**src/rtl/seg7_output_display.sv**
```systemverilog
// Output-register consumer: captures an 8-bit value, converts it to BCD with a sequential
// double-dabble engine and scans it onto a 4-digit 7-segment display. Optional macro: SEG7_LEADING_BLANK_EN.
module seg7_output_display #(
    parameter int SCAN_DIV = 4
) (
    input  logic        clk,
    input  logic        clr,
    input  logic        load,
    input  logic [7:0]  data,
    input  logic        signed_mode,
    output logic [6:0]  seg,
    output logic [3:0]  digit_en,
    output logic        busy,
    output logic [11:0] value_bcd,
    output logic        neg
);
    localparam int PW = $clog2(SCAN_DIV);

    typedef enum logic [1:0] {IDLE, CONV, COMMIT} state_t;
    state_t state, state_nxt;

    logic [7:0]  mag;
    logic [11:0] bcd;
    logic [2:0]  iter;
    logic        neg_work;
    logic        pend_vld;
    logic [7:0]  pend_data;
    logic        pend_signed;

    logic        start;
    logic [7:0]  src_data;
    logic        src_signed;
    logic        src_neg;
    logic [7:0]  src_mag;
    logic [11:0] bcd_adj;

    logic [PW-1:0] presc;
    logic [1:0]    scan_idx;
    logic          blank_h;
    logic          blank_t;

    function automatic logic [3:0] add3(input logic [3:0] n);
        return (n >= 4'd5) ? n + 4'd3 : n;
    endfunction

    function automatic logic [6:0] dec7(input logic [3:0] n);
        case (n)
            4'd0: dec7 = 7'h3F;
            4'd1: dec7 = 7'h06;
            4'd2: dec7 = 7'h5B;
            4'd3: dec7 = 7'h4F;
            4'd4: dec7 = 7'h66;
            4'd5: dec7 = 7'h6D;
            4'd6: dec7 = 7'h7D;
            4'd7: dec7 = 7'h07;
            4'd8: dec7 = 7'h7F;
            4'd9: dec7 = 7'h6F;
            default: dec7 = 7'h00;
        endcase
    endfunction

    // A fresh load in IDLE takes precedence over (and overwrites) the pending slot.
    assign start      = (state == IDLE) && (load || pend_vld);
    assign src_data   = load ? data : pend_data;
    assign src_signed = load ? signed_mode : pend_signed;
    assign src_neg    = src_signed & src_data[7];
    assign src_mag    = src_neg ? (~src_data + 8'd1) : src_data;
    assign bcd_adj    = {add3(bcd[11:8]), add3(bcd[7:4]), add3(bcd[3:0])};
    assign busy       = (state != IDLE);

    always_ff @(posedge clk or negedge clr) begin
        if (!clr) state <= IDLE;
        else      state <= state_nxt;
    end

    always_comb begin
        state_nxt = state;
        case (state)
            IDLE:    if (load || pend_vld) state_nxt = CONV;
            CONV:    if (iter == 3'd7) state_nxt = COMMIT;
            COMMIT:  state_nxt = IDLE;
            default: state_nxt = IDLE;
        endcase
    end

    always_ff @(posedge clk or negedge clr) begin
        if (!clr) begin
            mag         <= '0;
            bcd         <= '0;
            iter        <= '0;
            neg_work    <= 1'b0;
            value_bcd   <= '0;
            neg         <= 1'b0;
            pend_vld    <= 1'b0;
            pend_data   <= '0;
            pend_signed <= 1'b0;
        end else begin
            case (state)
                IDLE: if (start) begin
                    mag      <= src_mag;
                    neg_work <= src_neg;
                    bcd      <= '0;
                    iter     <= '0;
                end
                CONV: begin
                    bcd  <= {bcd_adj[10:0], mag[7]};
                    mag  <= {mag[6:0], 1'b0};
                    iter <= iter + 3'd1;
                end
                COMMIT: begin
                    value_bcd <= bcd;
                    neg       <= neg_work;
                end
                default: ;
            endcase
            if (load && state != IDLE) begin
                pend_vld    <= 1'b1;
                pend_data   <= data;
                pend_signed <= signed_mode;
            end else if (start) begin
                pend_vld <= 1'b0;
            end
        end
    end

    // Scan runs free of the conversion FSM.
    always_ff @(posedge clk or negedge clr) begin
        if (!clr) begin
            presc    <= '0;
            scan_idx <= '0;
            digit_en <= 4'b0001;
        end else if (presc == PW'(SCAN_DIV - 1)) begin
            presc    <= '0;
            scan_idx <= scan_idx + 2'd1;
            digit_en <= {digit_en[2:0], digit_en[3]};
        end else begin
            presc <= presc + PW'(1);
        end
    end

`ifdef SEG7_LEADING_BLANK_EN
    assign blank_h = (value_bcd[11:8] == 4'd0);
    assign blank_t = blank_h && (value_bcd[7:4] == 4'd0);
`else
    assign blank_h = 1'b0;
    assign blank_t = 1'b0;
`endif

    always_comb begin
        seg = 7'h00;
        case (scan_idx)
            2'd0: seg = dec7(value_bcd[3:0]);
            2'd1: seg = blank_t ? 7'h00 : dec7(value_bcd[7:4]);
            2'd2: seg = blank_h ? 7'h00 : dec7(value_bcd[11:8]);
            2'd3: seg = neg ? 7'h40 : 7'h00;
            default: seg = 7'h00;
        endcase
    end
endmodule

```
**config.mk**
```make
export PLATFORM = sky130hd
export DESIGN_NAME = seg7_output_display
export DESIGN_NICKNAME = d
export VERILOG_FILES = /design/src/rtl/seg7_output_display.sv
export SDC_FILE = /design/constraint.sdc
export NUM_CORES = 1
export LEC_CHECK = 0
export CAP_MARGIN = 20
export CORE_MARGIN = 4
export CORE_UTILIZATION = 40
export DETAILED_ROUTE_END_ITERATION = 7
export GPL_ROUTABILITY_DRIVEN = 0
export MAX_ROUTING_LAYER = met4
export SYNTH_ARGS = -nofsm -noshare
export SYNTH_HDL_FRONTEND = slang
export SYNTH_SLANG_ARGS = --single-unit
```
**constraint.sdc**
```tcl
create_clock -name clk -period 2.15 [get_ports clk]
set_clock_uncertainty 0.05 [all_clocks]
set_input_delay 0.43 -clock clk [delete_from_list [all_inputs] [get_ports clk]]
set_output_delay 0.43 -clock clk [all_outputs]
set_load 0.05 [all_outputs]
```
; Word-level counts from Yosys, hierarchy flattened
; Memories as Yosys holds them, arrays and structs flattened.
; Index checks and enable logic that the tools add are counted.
[op_classes]
addsub = 7
n_lt_le_gt_ge = 3
eq_ne = 10
muxes = 20
n_bitwise = 2
reduce_logical = 11
[ops]
columns = op, n
row1 = $pmux W7 S4, 1
row2 = $mux W8, 3
row3 = $pmux W12 S2, 1
row4 = $pmux W8 S2, 1
row5 = $ge A4 B3 Y1 const B, 3
row6 = $mux W12, 1
row7 = $add A4 B2 Y4 const B, 2
row8 = $add A8 B1 Y8 const B, 1
row9 = $eq A2 B2 Y1 const B, 4
row10 = $mux W4, 2
row11 = $not A8 Y8, 1
row12 = $mux W7, 1
row13 = $mux W2, 3
row14 = $mux W3, 2
row15 = $pmux W3 S2, 1
row16 = $reduce_and A2 Y1, 3
row17 = $reduce_bool A2 Y1, 3
row18 = $add A2 B1 Y2 const B, 2
row19 = $eq A2 B1 Y1 const B, 2
row20 = $logic_not A2 Y1, 2
row21 = $ne A2 B2 Y1 const B, 2
row22 = $pmux W2 S2, 1
row23 = $add A3 B1 Y3 const B, 1
row24 = $add A3 B2 Y3 const B, 1
row25 = 6 further kinds, 9
[word_totals]
reg_bits = 57
romBits = 336
input_bits = 12
output_inout_bits = 25
wordCells = 69
memories = 3
[memory_table]
columns = memory, depth, width, rd, rd_ports_with_merged_regs, wr, line_no
row1 = (name not given), 16, 7, 1, 0, 0, 47  ; case (n)
row2 = (name not given), 16, 7, 1, 0, 0, 47
row3 = (name not given), 16, 7, 1, 0, 0, 47

; Logic depth before layout (Yosys ltp)
; Gate-level depths: netlist (run 1).
[logic_depth]
depth_word = 6
ltp_mapped = 6
ltp_nobuf = 6

; Worst setup path after synthesis (run 1)
; No wires, ideal clock.
[synth_path]
path_type = reg2out
startpoint = register value_bcd[9]
endpoint = output port seg[0]
arrival_time_ns = 2.324
required_time_ns = 1.670
slack_ns = -0.654
path_stages_with_launch = 7
n_path_buf = 0
cell_sequence = dfrtp_1 -> inv_1 -> ha_1 -> mux2_2 -> o22ai_1 -> a221oi_1 -> a21oi_1
[synth_via]
elab_chain_len = 2
[synth_rtl]
columns = item, line_no
row1 = start: declaration, 14  ; output logic [11:0] value_bcd,
row2 = start signal: assignment, 92  ; value_bcd <= '0;
row3 = start signal: assignment, 111  ; value_bcd <= bcd;
row4 = $mem_v2 Z16 W7, n/a
row5 = $pmux W7 S4, 151  ; case (scan_idx)
row6 = end: declaration, 11  ; output logic [6:0] seg,
; No other way between the ends.

; Worst setup path after layout (run 1)
[layout_path]
startpoint = register value_bcd[9]
endpoint = output port seg[6]
; Same word-level chain as after synthesis.

==> results of run 1 <==
-- per-stage QoR --
stage / cell area [sq um] / setup slack (ns) / power (W) / util / TNS, ns
2_1_floorplan: 3520 / 0.0164 / 0.00434 / - / 0
3_3_place_gp: 4140 / -0.0362 / 0.00545 / 0.501 / -0.0857
3_5_place_dp: 4140 / -0.0648 / 0.00550 / 0.501 / -0.173
4_1_cts: 4670 / -0.126 / 0.00706 / 0.565 / -0.750
5_1_grt: 4900 / -0.233 / 0.00806 / 0.594 / -1.29
6_report: 4900 / -0.155 / 0.00755 / 0.594 / -0.774
-- cells by family (layout without fill, tap and decap cells) --
logic type / after synthesis / after routing
flip-flops: 57 / 57
AO/OA/AOI/OAI: 98 / 98
multiplexers: 33 / 33
XOR/XNOR: 10 / 10
adder cells (fa/ha/maj): 30 / 30
AND/OR/NAND/NOR: 64 / 64
buffers and inverters: 40 / 116
-- metal layers --
metal	vias up	share of wire	track usage	wire, microns
li1	1345	-	-	-
met1	1369	0.44	0.203	3520
met2	50	0.50	0.255	3990
met3	23	0.028	0.0346	222
met4	0	0.031	0.0788	245
met5	-	0	-	0
-- layout by cell type, fill, tap and decap left out, drive strengths merged, types with 6 or more instances in the layout --
cell | netlist | final
nand2b | 16 | 16
clkbuf | 8 | 10
a22o | 6 | 6
ha | 30 | 30
a21oi | 19 | 19
mux2i | 10 | 10
inv | 24 | 24
dfrtp | 56 | 56
nor2 | 14 | 14
o21ai | 27 | 27
o22ai | 12 | 12
nand2 | 14 | 14
buf | 8 | 53
clkdlybuf4s50 | 0 | 15
xor2 | 7 | 7
mux2 | 23 | 23
-- what timing repair did --
| action | 4_1_cts | 5_1_grt |
|---|---|---|
| endpoints found under the hold margin | 0 | 0 |
| gates resized for setup | 66 | 34 |
| pin swaps | 15 | 11 |
| buffers inserted | 10 | 9 |
| gates cloned | 0 | 0 |
| endpoints found under the setup margin | 8 | 10 |
-- power breakdown --
group	switching, W	internal, W
clock network	0.000412	0.000646
registers	0.000395	0.00147
logic	0.00252	0.00211
total	0.00333	0.00422
-- worst max path at each step --
stage / from / endpoint
after floorplan: value_bcd[8]$_DFFE_PN0N_ / seg[3]
after global placement: load / mag[4]$_DFFE_PN0P_
after detailed placement: load / mag[4]$_DFFE_PN0P_
after CTS: value_bcd[8]$_DFFE_PN0N_ / seg[3]
after global routing: value_bcd[9]$_DFFE_PN0N_ / seg[5]
final: value_bcd[9]$_DFFE_PN0N_ / seg[6]
-- final cells by class --
class / instances / area, sq um
clock buffers: 10 / 128
inverters: 24 / 103
clock inverters: 6 / 82.6
flip-flops and latches: 57 / 1440
repair buffers: 76 / 754
fillers: 685 / 3350
well taps: 105 / 131
multi-input cells: 235 / 2260
-- state kept, by name (all words and copies together), names as in the netlist --
signal and count:
bcd 12, value_bcd 12, mag 8, pend_data 8
digit_en 4, iter 3, presc 2, scan_idx 2
state 2, neg 1, neg_work 1, pend_signed 1
pend_vld 1
==> flow_summary.ini, run 1 <==
[status]
status = finished, violations left
violations = negative setup slack

[logic_synthesis]
synth_area_sq_mm = 0.00342
synth_most_common_cell = dfrtp_1
yosys.area_share.simple = 0.0999
muxShareOfSynthArea = 0.111
yosys.area.top_type_share = 0.410
ys_seq_area_frac = 0.417
synth_flop_cell = dfrtp_1
yosys_warnings = 0
synth_top_family_by_area = compound AO/OA/AOI/OAI gates
synth_compound_area_frac = 0.186
syn-instance-count = 332
synth.largest_area_cell = dfrtp_1
synth_adder_area_share = 0.110
syn_area_per_cell_sq_um = 10.3
yosys.area_share.xor_xnor = 0.0256
synth_edf_count = 0
synth_nets = 374
yosys-top-cells-area = dfrtp_1 (41%), ha_1 (11%), mux2_2 (7.6%)
synth_top_cells_by_count = dfrtp_1 (56), ha_1 (30), o21ai_0 (27)
async_flop_share = 1.00
synth.distinct_cells = 44
ys_ff_latch = 57

[power_and_ir_drop]
leakagePower_nw = 2.18
vdd_drop_max_v = 0.000618
powerDensity_mw_per_mm2 = 1540

[sta]
drv_slew = 0
maxSlewHeadroom = 0.518
rsz0062_at_grt = true
timing.fmax_ghz = 0.434
period_needed_ns = 2.30
tightest_slew_ns = 0.724
fin_hold_ws_ns = 0.0404
period_share = 1.07
worst_slack_ns = -0.155
setup_viol = 7
hold_violations = 0

[detailed_routing]
initialDrtViolationCount = 87
route.detailed.drc = 0
ant_nets = 0
via_per_inst = 5.43
wl_per_cell_microns = 15.6
route.vias.total = 2787
dr.pass1.iters = 4
drt_wl_total_mm = 7.98

[grt]
grt_pass1_vias = 2816
grt.overflow.total = 0
grt_use_total = 0.164
antenna_found_initial = 0
grt_max_degree = 58
grt_pass1_wl_mm = 13.0

[floorplan]
rows = 33
design.die.area_sq_mm = 0.0101
dieWidth_microns = 100
placeableCoreArea_sq_mm = 0.00826
die_h_microns = 100
start_util = 0.414
io_pins = 37

[clock_network]
cts_root_buffer = clkbuf_8
clk_pin_slew_ns = 0.07
clockBufferDepth = 2
cts_hold_buf = 0
numCtsBuffers = 9
cts_tree = built
htree_levels = 3
insertion_delay_ns = 0.33
clock_sinks = 57

[setup_path]
cp_num_buf_inv = 2
cp.depth = 6
crit_family = compound AO/OA/AOI/OAI gates
worstReg2RegEnd = bcd[6]$_DFFE_PN0P_
crit_chain = buf_6 > nand2b_1 > a21oi_1 > o21ai_2 > a32oi_4 > buf_12
cpPeakStageDelay_ns = 0.44
r2r-start = bcd[4]$_DFFE_PN0P_
critPathMaxFanout = 6
r2r_cells = 6
end_kind = output pin
r2r_setup_slack_ns = 0.55
crit_required_ns = 1.67
cp_slowest_cell = dfrtp_2
start_kind = register
cp.arrival_ns = 1.82
critical_path_class = register to output pin

[placement]
io_buffers = 36
hpwl_mm = 5.28
dp_cells = 481

[final_layout]
num_antenna_cells = 0
synthToLayoutAreaGrowth_pct = 43.4
drive_gt1_frac = 0.417
nets = 445
final_cells = 513

[worst_hold_path]
holdCritPathClass = input pin to async pin

[run]
cap_violations = 0
No activity file was read; power rests on OpenSTA's default activity.
==> run 2, diff against run 1 <==
--- a/config.mk
+++ b/config.mk
@@ -11,6 +11,7 @@
 export DETAILED_ROUTE_END_ITERATION = 7
 export GPL_ROUTABILITY_DRIVEN = 0
 export MAX_ROUTING_LAYER = met4
+export SETUP_SLACK_MARGIN = 0.3
 export SYNTH_ARGS = -nofsm -noshare
 export SYNTH_HDL_FRONTEND = slang
 export SYNTH_SLANG_ARGS = --single-unit
==> run 2 against run 1 <==
Against the previous run: the flow still finishes with violations (negative setup slack); fmax decreased by 1.3%; setup slack got worse by 0.031 ns; sequential share of layout area decreased by 0.28 points; sequential power increased by 5%; power decreased by 0.94%; hold slack got worse by 0.0021 ns; critical path type unchanged; largest cell class unchanged.
==> flow_summary.ini, run 2 (synthesis gave the netlist of run 1 again) <==
[status]
status = finished, violations left
violations = negative setup slack

[power_and_ir_drop]
clockPowerShare = 0.151
vdd_drop_max_v = 0.000804
powerDensity_mw_per_mm2 = 1510
seq_power_share = 0.260
pwr-share-comb = 0.588
power.switching_w = 0.00338
internal-power_w = 0.00409
total_power_w = 0.00748
swShare = 0.453
leakagePower_nw = 2.17

[detailed_routing]
route.vias.total = 2775
initialDrtViolationCount = 113
ant_nets = 0
dr.pass1.iters = 4
drt_wl_total_mm = 8.23
wl_per_cell_microns = 15.9
via_per_inst = 5.37
route.detailed.drc = 0

[grt]
grt_use_total = 0.174
grt_pass1_vias = 2809
grt_pass1_wl_mm = 13.5
grt_max_degree = 58
grt.overflow.total = 0
antenna_found_initial = 0

[setup_path]
end_kind = output pin
cp.arrival_ns = 1.86
crit_family = flip-flops
start_kind = register
crit_chain = inv_4 > ha_4 > mux2_4 > o22ai_2 > a221oi_4 > a21oi_4 > buf_12
critPathMaxFanout = 4
critical_path_class = register to output pin
cpPeakStageDelay_ns = 0.44
cp_slowest_cell = dfrtp_2
crit_required_ns = 1.67
cp_num_buf_inv = 2

[sta]
rsz0062_at_grt = true
period_needed_ns = 2.34
maxSlewHeadroom = 0.603
tightest_slew_ns = 0.595
setup_viol = 7
hold_violations = 0
period_share = 1.09
timing.fmax_ghz = 0.428
drv_slew = 0
worst_slack_ns = -0.185

[floorplan]
placeableCoreArea_sq_mm = 0.00826
design.die.area_sq_mm = 0.0101
start_util = 0.414
io_pins = 37
die_h_microns = 100
rows = 33
dieWidth_microns = 100

[placement]
io_buffers = 36
hpwl_mm = 5.48
dp_cells = 478
placed_area_sq_mm = 0.00421
post-place-ws_ns = -0.0198

[final_layout]
final_common_cell = dfrtp_1
drive_gt1_frac = 0.456
num_antenna_cells = 0
final_cell_area_sq_mm = 0.00495
nets = 449
final_util = 0.600
synthToLayoutAreaGrowth_pct = 44.8
final_cell_mix = dfrtp_1 (44), buf_4 (39), o21ai_0 (21), mux2_2 (21), ha_1 (18)
final_cells = 517
reg.largest.list = bcd (12), value_bcd (12)

[clock_network]
clock_sinks = 57
insertion_delay_ns = 0.34
cts_root_buffer = clkbuf_8
clk_pin_slew_ns = 0.07
cts_hold_buf = 0
clockBufferDepth = 2
cts_tree = built
numCtsBuffers = 9
htree_levels = 3

[run]
cap_violations = 0

[worst_hold_path]
holdCritPathClass = input pin to async pin
-- run 2: changes by cell type in the layout (fill, tap and decap cells not counted), sizes merged --
cell,change
clkdlybuf4s50,-6
clkbuf,+1
dlymetal6s2s,-2
clkinv,-2
clkdlybuf4s15,+4
inv,+1
clkinvlp,+2
buf,+6
-- run 2: metrics by stage --
step | setup TNS [ns] | hold slack, ns
final | -0.918 | 0.0384
after global routing | -1.39 | 0.0527
after CTS | -0.835 | 0.0363
after detailed placement | -0.0441 | 0.374
after global placement | 0 | 0.364
after floorplan | 0 | 0.0844
-- run 2: area by class of cell --
type / instances / area [sq um]
Clock buffer: 9 / 124
Multi-Input combinational cell: 235 / 2280
Timing Repair Buffer: 80 / 759
Inverter: 24 / 109
Clock inverter: 7 / 101
Sequential cell: 57 / 1440
Tap cell: 105 / 131
Fill cell: 681 / 3310
-- run 2: worst paths after layout --
path	startpoint	end	slack (ns)	depth (start not counted)
max	value_bcd[9]$_DFFE_PN0N_	seg[0]	-0.19	7
min	clr	bcd[5]$_DFFE_PN0P_	0.04	2
max reg2reg	bcd[4]$_DFFE_PN0P_	bcd[6]$_DFFE_PN0P_	0.48	6
min reg2reg	presc[0]$_DFF_PN0_	presc[0]$_DFF_PN0_	0.39	1
max in group asynchronous	clr	digit_en[0]$_DFFE_PN1P_	1.72	2
min in group clk	presc[0]$_DFF_PN0_	presc[0]$_DFF_PN0_	0.39	1
-- run 2: metal layers --
layer  track usage  vias up  wire [microns]
met3        0.0304       18             239
met1         0.206     1374            3530
met4        0.0808        0             252
met5             -        -               0
met2         0.289       41            4210
li1              -     1342               -
-- run 2: power by group through the flow --
stage	Sequential, W	Combinational [W]	Clock, W
2_1_floorplan	0.00210	0.00245	0
3_3_place_gp	0.00190	0.00370	0
3_5_place_dp	0.00192	0.00375	0
4_1_cts	0.00192	0.00418	0.00116
5_1_grt	0.00202	0.00474	0.00121
6_report	0.00195	0.00440	0.00113
-- run 2: what timing repair did --
action | 4_1_cts | 5_1_grt
setup buffers | 13 | 10
gates resized for setup | 80 | 34
endpoints found under the setup margin | 20 | 15
pin swaps | 15 | 11
